`config.mk`:
```
export PLATFORM = sky130hd
export DESIGN_NAME = vga_timing_scanout_flat
export DESIGN_NICKNAME = d
export VERILOG_FILES = /design/src/rtl/vga_timing_scanout_if.sv /design/src/rtl/vga_timing_scanout.sv /design/src/flat_wrapper.sv
export SDC_FILE = /design/constraint.sdc
export NUM_CORES = 1
export LEC_CHECK = 0
export BUFFER_PORTS_ARGS = -buffer_cell sky130_fd_sc_hd__clkbuf_2
export CORE_AREA = 2 2 65 67
export CTS_BUF_LIST = sky130_fd_sc_hd__clkbuf_8
export DETAILED_ROUTE_END_ITERATION = 12
export DIE_AREA = 0 0 67 69
export PLACE_DENSITY = 0.7
export SLEW_MARGIN = 25
export SYNTH_ARGS = -nofsm -noshare
export SYNTH_HDL_FRONTEND = slang
export SYNTH_SLANG_ARGS = --single-unit
```
`constraint.sdc`:
```
create_clock -name VGA_CLOCK -period 3 [get_ports VGA_CLOCK]
set_input_delay 0.15 -clock VGA_CLOCK [delete_from_list [all_inputs] [get_ports VGA_CLOCK]]
set_output_delay 0.15 -clock VGA_CLOCK [all_outputs]
set_load 0.1 [all_outputs]
```
`src/rtl/vga_timing_scanout_if.sv`:
```
// vga_timing_scanout_if
//   Bundles the signals between the raster timing / scan-out stage and the
//   rest of the pong display path.
//   master : the timing generator. It drives coordinates, the VGA pins and
//            FRAME_START, and receives PIXEL.
//   slave  : the game engine and connector side. It drives PIXEL.
//   Signals
//     PIXEL        3   {R,G,B} answer from the engine
//     PIXEL_H/V    11  raw horizontal / vertical counters
//     VGA_R/G/B    1   blanked colour to the connector
//     VGA_HSYNC/VSYNC  syncs, polarity set by the timing generator
//     BLANK        1   1 = RGB on the pins is outside the visible area
//     FRAME_START  1   one-clock pulse at the start of each frame
interface vga_timing_scanout_if;
  logic [2:0]  PIXEL;
  logic [10:0] PIXEL_H;
  logic [10:0] PIXEL_V;
  logic        VGA_R;
  logic        VGA_G;
  logic        VGA_B;
  logic        VGA_HSYNC;
  logic        VGA_VSYNC;
  logic        BLANK;
  logic        FRAME_START;

  modport master (
    input  PIXEL,
    output PIXEL_H, PIXEL_V,
    output VGA_R, VGA_G, VGA_B, VGA_HSYNC, VGA_VSYNC, BLANK, FRAME_START
  );

  modport slave (
    output PIXEL,
    input  PIXEL_H, PIXEL_V,
    input  VGA_R, VGA_G, VGA_B, VGA_HSYNC, VGA_VSYNC, BLANK, FRAME_START
  );
endinterface

```
`src/rtl/vga_timing_scanout.sv`:
```
// vga_timing_scanout
//   Raster timing generator and scan-out stage. Free-running h/v counters
//   drive the engine coordinates; sync and visible-area flags are delayed
//   through a PIXEL_LATENCY-deep pipe so they line up with the engine's
//   PIXEL answer, then registered together with it onto the VGA pins.
//   Ports
//     VGA_CLOCK  in  pixel clock
//     RESET      in  asynchronous, active-high
//     io_vga     master modport of vga_timing_scanout_if (PIXEL in;
//                PIXEL_H/V, VGA_R/G/B, VGA_HSYNC/VSYNC, BLANK, FRAME_START out)
//
//   Phase FSM (one instance for h, one for v)
//     state      | meaning
//     PH_VISIBLE | counter inside the active area
//     PH_FRONT   | front porch
//     PH_SYNC    | sync pulse asserted
//     PH_BACK    | back porch, ends at the counter wrap
module vga_timing_scanout #(
  parameter int H_VISIBLE     = 800,
  parameter int H_FRONT       = 56,
  parameter int H_SYNC        = 120,
  parameter int H_BACK        = 64,
  parameter int V_VISIBLE     = 600,
  parameter int V_FRONT       = 37,
  parameter int V_SYNC        = 6,
  parameter int V_BACK        = 23,
  parameter bit H_SYNC_POL    = 1'b1,
  parameter bit V_SYNC_POL    = 1'b1,
  parameter int PIXEL_LATENCY = 1
) (
  input  logic                  VGA_CLOCK,
  input  logic                  RESET,
  vga_timing_scanout_if.master  io_vga
);

  localparam int H_TOTAL = H_VISIBLE + H_FRONT + H_SYNC + H_BACK;
  localparam int V_TOTAL = V_VISIBLE + V_FRONT + V_SYNC + V_BACK;

  localparam logic [10:0] H_VIS_LAST   = 11'(H_VISIBLE - 1);
  localparam logic [10:0] H_FRONT_LAST = 11'(H_VISIBLE + H_FRONT - 1);
  localparam logic [10:0] H_SYNC_LAST  = 11'(H_VISIBLE + H_FRONT + H_SYNC - 1);
  localparam logic [10:0] H_LAST       = 11'(H_TOTAL - 1);
  localparam logic [10:0] V_VIS_LAST   = 11'(V_VISIBLE - 1);
  localparam logic [10:0] V_FRONT_LAST = 11'(V_VISIBLE + V_FRONT - 1);
  localparam logic [10:0] V_SYNC_LAST  = 11'(V_VISIBLE + V_FRONT + V_SYNC - 1);
  localparam logic [10:0] V_LAST       = 11'(V_TOTAL - 1);

  // Counters are 11 bits; every phase needs at least one clock/line so the
  // FSMs never have to skip a state.
  if (H_TOTAL > 2047) begin : g_bad_h_total
    $error("vga_timing_scanout: H_TOTAL exceeds 2047");
  end
  if (V_TOTAL > 2047) begin : g_bad_v_total
    $error("vga_timing_scanout: V_TOTAL exceeds 2047");
  end
  if (PIXEL_LATENCY < 1 || PIXEL_LATENCY > 4) begin : g_bad_latency
    $error("vga_timing_scanout: PIXEL_LATENCY must be 1..4");
  end
  if (H_VISIBLE < 1 || H_FRONT < 1 || H_SYNC < 1 || H_BACK < 1 ||
      V_VISIBLE < 1 || V_FRONT < 1 || V_SYNC < 1 || V_BACK < 1) begin : g_bad_phase
    $error("vga_timing_scanout: every timing phase must be at least 1");
  end

  typedef enum logic [1:0] {
    PH_VISIBLE = 2'd0,
    PH_FRONT   = 2'd1,
    PH_SYNC    = 2'd2,
    PH_BACK    = 2'd3
  } phase_t;

  logic [10:0] r_h;
  logic [10:0] r_v;
  logic        w_line_end;
  logic        w_frame_end;

  phase_t      r_h_phase;
  phase_t      w_h_phase_nxt;
  phase_t      r_v_phase;
  phase_t      w_v_phase_nxt;

  logic        w_hs_raw;
  logic        w_vs_raw;
  logic        w_vis_raw;
  logic [2:0]  r_pipe [PIXEL_LATENCY];   // {hs, vs, vis}, active-high
  logic [2:0]  w_tail;

  logic [2:0]  r_rgb;
  logic        r_blank;
  logic        r_hsync;
  logic        r_vsync;
  logic        r_frame_start;

  // ---------------------------------------------------------------- counters
  always_comb begin
    w_line_end  = (r_h == H_LAST);
    w_frame_end = w_line_end && (r_v == V_LAST);
  end

  always_ff @(posedge VGA_CLOCK or posedge RESET) begin
    if (RESET) begin
      r_h <= '0;
      r_v <= '0;
    end else begin
      r_h <= w_line_end ? 11'd0 : r_h + 11'd1;
      if (w_frame_end)
        r_v <= '0;
      else if (w_line_end)
        r_v <= r_v + 11'd1;
    end
  end

  // -------------------------------------------------------------- phase FSMs
  // The phase register advances on the same edge as its counter, so the
  // phase always describes the current r_h / r_v.
  always_ff @(posedge VGA_CLOCK or posedge RESET) begin
    if (RESET) begin
      r_h_phase <= PH_VISIBLE;
      r_v_phase <= PH_VISIBLE;
    end else begin
      r_h_phase <= w_h_phase_nxt;
      r_v_phase <= w_v_phase_nxt;
    end
  end

  always_comb begin
    w_h_phase_nxt = r_h_phase;
    case (r_h_phase)
      PH_VISIBLE: if (r_h == H_VIS_LAST)   w_h_phase_nxt = PH_FRONT;
      PH_FRONT:   if (r_h == H_FRONT_LAST) w_h_phase_nxt = PH_SYNC;
      PH_SYNC:    if (r_h == H_SYNC_LAST)  w_h_phase_nxt = PH_BACK;
      PH_BACK:    if (w_line_end)          w_h_phase_nxt = PH_VISIBLE;
      default:                             w_h_phase_nxt = PH_VISIBLE;
    endcase
  end

  always_comb begin
    w_v_phase_nxt = r_v_phase;
    if (w_line_end) begin
      case (r_v_phase)
        PH_VISIBLE: if (r_v == V_VIS_LAST)   w_v_phase_nxt = PH_FRONT;
        PH_FRONT:   if (r_v == V_FRONT_LAST) w_v_phase_nxt = PH_SYNC;
        PH_SYNC:    if (r_v == V_SYNC_LAST)  w_v_phase_nxt = PH_BACK;
        PH_BACK:    if (r_v == V_LAST)       w_v_phase_nxt = PH_VISIBLE;
        default:                             w_v_phase_nxt = PH_VISIBLE;
      endcase
    end
  end

  always_comb begin
    w_hs_raw  = (r_h_phase == PH_SYNC);
    w_vs_raw  = (r_v_phase == PH_SYNC);
    w_vis_raw = (r_h_phase == PH_VISIBLE) && (r_v_phase == PH_VISIBLE);
  end

  // ---------------------------------------------------------- latency match
  // Cleared pipe entries read as "blank, syncs inactive".
  always_ff @(posedge VGA_CLOCK or posedge RESET) begin
    if (RESET) begin
      for (int i = 0; i < PIXEL_LATENCY; i++)
        r_pipe[i] <= 3'b000;
    end else begin
      r_pipe[0] <= {w_hs_raw, w_vs_raw, w_vis_raw};
      for (int i = 1; i < PIXEL_LATENCY; i++)
        r_pipe[i] <= r_pipe[i-1];
    end
  end

  assign w_tail = r_pipe[PIXEL_LATENCY-1];

  // ----------------------------------------------------------- output stage
  // FRAME_START is taken from the undelayed counters: it pulses on the clock
  // after the counters sit at (0,0), which also gives the pulse one clock
  // after reset release.
  always_ff @(posedge VGA_CLOCK or posedge RESET) begin
    if (RESET) begin
      r_rgb         <= 3'b000;
      r_blank       <= 1'b1;
      r_hsync       <= !H_SYNC_POL;
      r_vsync       <= !V_SYNC_POL;
      r_frame_start <= 1'b0;
    end else begin
      r_rgb         <= w_tail[0] ? io_vga.PIXEL : 3'b000;
      r_blank       <= !w_tail[0];
      r_hsync       <= w_tail[2] ? H_SYNC_POL : !H_SYNC_POL;
      r_vsync       <= w_tail[1] ? V_SYNC_POL : !V_SYNC_POL;
      r_frame_start <= (r_h == 11'd0) && (r_v == 11'd0);
    end
  end

  assign io_vga.PIXEL_H     = r_h;
  assign io_vga.PIXEL_V     = r_v;
  assign io_vga.VGA_R       = r_rgb[2];
  assign io_vga.VGA_G       = r_rgb[1];
  assign io_vga.VGA_B       = r_rgb[0];
  assign io_vga.VGA_HSYNC   = r_hsync;
  assign io_vga.VGA_VSYNC   = r_vsync;
  assign io_vga.BLANK       = r_blank;
  assign io_vga.FRAME_START = r_frame_start;

endmodule

```
`src/flat_wrapper.sv`:
```
// flat-port wrapper written by rule: the top's interface ports become plain ports
module vga_timing_scanout_flat 
#(
  parameter int H_VISIBLE     = 800,
  parameter int H_FRONT       = 56,
  parameter int H_SYNC        = 120,
  parameter int H_BACK        = 64,
  parameter int V_VISIBLE     = 600,
  parameter int V_FRONT       = 37,
  parameter int V_SYNC        = 6,
  parameter int V_BACK        = 23,
  parameter bit H_SYNC_POL    = 1'b1,
  parameter bit V_SYNC_POL    = 1'b1,
  parameter int PIXEL_LATENCY = 1
)
  (VGA_CLOCK, RESET, io_vga_PIXEL, io_vga_PIXEL_H, io_vga_PIXEL_V, io_vga_VGA_R, io_vga_VGA_G, io_vga_VGA_B, io_vga_VGA_HSYNC, io_vga_VGA_VSYNC, io_vga_BLANK, io_vga_FRAME_START);
  vga_timing_scanout_if io_vga_i ();
  input  logic VGA_CLOCK;
  input  logic RESET;
  input wire logic [$bits(io_vga_i.PIXEL)-1:0] io_vga_PIXEL;
  output wire logic [$bits(io_vga_i.PIXEL_H)-1:0] io_vga_PIXEL_H;
  output wire logic [$bits(io_vga_i.PIXEL_V)-1:0] io_vga_PIXEL_V;
  output wire logic [$bits(io_vga_i.VGA_R)-1:0] io_vga_VGA_R;
  output wire logic [$bits(io_vga_i.VGA_G)-1:0] io_vga_VGA_G;
  output wire logic [$bits(io_vga_i.VGA_B)-1:0] io_vga_VGA_B;
  output wire logic [$bits(io_vga_i.VGA_HSYNC)-1:0] io_vga_VGA_HSYNC;
  output wire logic [$bits(io_vga_i.VGA_VSYNC)-1:0] io_vga_VGA_VSYNC;
  output wire logic [$bits(io_vga_i.BLANK)-1:0] io_vga_BLANK;
  output wire logic [$bits(io_vga_i.FRAME_START)-1:0] io_vga_FRAME_START;
  assign io_vga_i.PIXEL = io_vga_PIXEL;
  assign io_vga_PIXEL_H = io_vga_i.PIXEL_H;
  assign io_vga_PIXEL_V = io_vga_i.PIXEL_V;
  assign io_vga_VGA_R = io_vga_i.VGA_R;
  assign io_vga_VGA_G = io_vga_i.VGA_G;
  assign io_vga_VGA_B = io_vga_i.VGA_B;
  assign io_vga_VGA_HSYNC = io_vga_i.VGA_HSYNC;
  assign io_vga_VGA_VSYNC = io_vga_i.VGA_VSYNC;
  assign io_vga_BLANK = io_vga_i.BLANK;
  assign io_vga_FRAME_START = io_vga_i.FRAME_START;
  vga_timing_scanout #(.H_VISIBLE(H_VISIBLE), .H_FRONT(H_FRONT), .H_SYNC(H_SYNC), .H_BACK(H_BACK), .V_VISIBLE(V_VISIBLE), .V_FRONT(V_FRONT), .V_SYNC(V_SYNC), .V_BACK(V_BACK), .H_SYNC_POL(H_SYNC_POL), .V_SYNC_POL(V_SYNC_POL), .PIXEL_LATENCY(PIXEL_LATENCY)) u_core (.VGA_CLOCK(VGA_CLOCK), .RESET(RESET), .io_vga(io_vga_i));
endmodule
```
==> results.yml <==
timing:
  post-route-min-period_ns: 2.33
  setup_viol: 0
  tightest_slew_ns: 0.544
  rsz0062_at_grt: "no"
  finalSetupTns_ns: 0
  period_share_pct: 77.7
  drv_slew: 0
  slew_headroom_pct: 63.9
  clock.fmax_ghz: 0.429
  fin_skew_ns: 0.00501
  whs_ns: 0.0665
  hold_viol: 0
cts:
  cts.clk_slew.worst_paths_ns: 0.07
  postCtsResizedCells: 0
  cts_buffer_depth: 2
  cts_made_buffers: 5
  clock-sinks: 36
  cts_tree: "done"
  root_buffer: "clkbuf_8"
  post_cts_buffers: 0
  clock_latency_ns: 0.29
  htree_levels: 2
routing:
  via_count: 1377
  post_drt_wl_per_cell_microns: 13.3
  routed_wl_microns: 3490
  drcViolationCount: 0
  dr.pass1.iters: 4
  viasPerCell: 5.26
  drtAntennaViolNets: 0
  initialDrtViolationCount: 34
finish:
  regArea_sq_um: 902
  syn_to_final_growth_pct: 17.7
  final_cell_mix: "dfrtp_1 (35), clkbuf_2 (33), nand2_1 (16)"
  final_common_cell: "dfrtp_1"
  nets: 230
  num_antenna_cells: 0
  multiInputGateArea_sq_um: 867
  drive_gt1_share_pct: 24.5
  fin_util_pct: 56.0
  layoutNonFillerInstCount: 262
  fillCellCount: 356
critical_path:
  arrival_ns: 2.51
  endpoint_kind: "flip-flop"
  cp_max_fo: 8
  path_class: "flip-flop to flip-flop"
  cp.required_ns: 3.18
  start_kind: "flip-flop"
power:
  power_per_cell_area_nw_per_um2: 450
  p_leak_nw: 1.07
  vdd_drop_max_uv: 205
  p_total_mw: 0.988
placed_design:
  gp_congestion: 0.854
  dp_hpwl_microns: 2520
  numPortBuffers: 33
  dp_cells: 253
grt:
  antenna_found_initial: 0
  grt_pass1_wl_microns: 6310
  grt_overflow_total: 0
  grt_pass1_vias: 1357
  grt_usage_pct: 17.8
  grt_max_degree: 37
min_path:
  min_path_type: "primary input to flip-flop"
floorplan:
  fp.dieW_microns: 67
  core_area_sq_um: 3910
  io-pin-count: 34
  start_util_pct: 47.6
  die_area_sq_um: 4620
  die_h_microns: 69
  rows: 23
synth:
  syn_inst: 175
  synth_edf_count: 0
  ys_ff_latch: 36
  yosysSeqAreaShare_pct: 48.4
  syn_area_sq_um: 1860
  syn-num-nets: 194
  yosys_warnings: 0
  ys_types: 37
  syn_avg_cell_area_sq_um: 10.7
  async_flop_share_pct: 100
  synth_top_flop_cell: "dfrtp_1"
flow_run:
  maxCapViolCount: 0
run_status:
  status: "completed"
worst max-delay path, stage by stage, from the launching register on:
cell and delay (ns):
dfrtp_1 0.45, or4_4 0.58, or4b_4 0.60, nand2_1 0.09, nand4_1 0.15, mux2_1 0.35
flip-flops by register name, indices dropped and copies added, names as in the netlist:
signal and flops:
u_core.io_vga.FRAME_START 1, u_core.io_vga.BLANK 1, u_core.io_vga.PIXEL_V 11, u_core.r_rgb 3
u_core.io_vga.VGA_HSYNC 1, u_core.io_vga.VGA_VSYNC 1, u_core.r_v_phase 2, u_core.r_h_phase 2
u_core.r_pipe 3, u_core.io_vga.PIXEL_H 11
per-layer routing:
| layer | global-route usage (%) | part of all wire [%] |
|---|---|---|
| met4 | 6.80 | 1.8 |
| met2 | 25.9 | 47 |
| met3 | 4.89 | 4.4 |
| met5 | 0 | 0 |
| met1 | 25.1 | 47 |
report_power, final:
part / internal (mW) / total, mW / switching [mW]
sequential: 0.487 / 0.488 / 0.000568
clock: 0.293 / 0.468 / 0.174
combinational: 0.00595 / 0.0324 / 0.0265
total: 0.786 / 0.988 / 0.201
through the flow:
stage	worst slack [ns]	instance area, sq um
CTS	0.666	2190
global placement	0.711	2060
floorplan	0.244	1860
finish	0.669	2190
detailed placement	0.693	2060
global route	0.565	2190
cells in the mapped netlist, drive strengths merged, types with 4 or more instances:
cell type	instances	area share, %
and2	6	2.1
and3	5	1.7
clkbuf	4	1.5
dfrtp	35	47
ha	14	9.4
inv	12	2.4
nand2	16	3.2
nand3	6	1.6
nand4	8	2.7
nor2	10	2.0
nor3	4	1.7
o21ai	10	2.7
xnor2	6	2.8
xor2	7	3.3
cell families after synthesis:
| family | count (synthesis) | synth area share [%] |
|---|---|---|
| muxes | 5 | 2.89 |
| adders and majority gates | 14 | 9.40 |
| AOI/OAI and AO/OA | 19 | 6.11 |
| xor gates and xnor gates | 13 | 6.11 |
| buffers and inverters | 19 | 5.44 |
| and+or+nand+nor | 69 | 21.7 |
| DFF | 36 | 48.4 |
final timing paths:
| kind | start | to | slack [ns] | depth (start not counted) |
|---|---|---|---|---|
| worst max-delay path | u_core.io_vga.PIXEL_H[6]$_DFF_PP0_ | u_core.r_h_phase[1]$_DFFE_PP0P_ | 0.67 | 5 |
| worst min-delay path | io_vga_PIXEL[2] | u_core.r_rgb[2]$_DFF_PP0_ | 0.07 | 2 |
| worst max register to register | u_core.io_vga.PIXEL_H[6]$_DFF_PP0_ | u_core.r_h_phase[1]$_DFFE_PP0P_ | 0.67 | 5 |
| worst min register to register | u_core.r_pipe[1]$_DFF_PP0_ | u_core.io_vga.VGA_VSYNC$_DFF_PP0_ | 0.35 | 0 |
| max in group asynchronous | RESET | u_core.io_vga.BLANK$_DFF_PP1_ | 2.19 | 4 |
| min in group asynchronous | RESET | u_core.io_vga.VGA_VSYNC$_DFF_PP0_ | 0.48 | 4 |
cell type report:
class / instances / area share [%]
timing repair buffer: 36 / 8.67
clock buffer: 7 / 4.39
multi-input combinational: 120 / 39.5
sequential: 36 / 41.1
clock inverter: 1 / 1.37
inverter: 12 / 2.05
tap: 50 / 2.85
what timing repair did:
item / 4_1_cts / 5_1_grt
setup endpoints to repair: 0 / 0
endpoints found under the hold margin: 35 / 0
hold buffers: 1 / 0
Power figures use the tool's default switching activity.
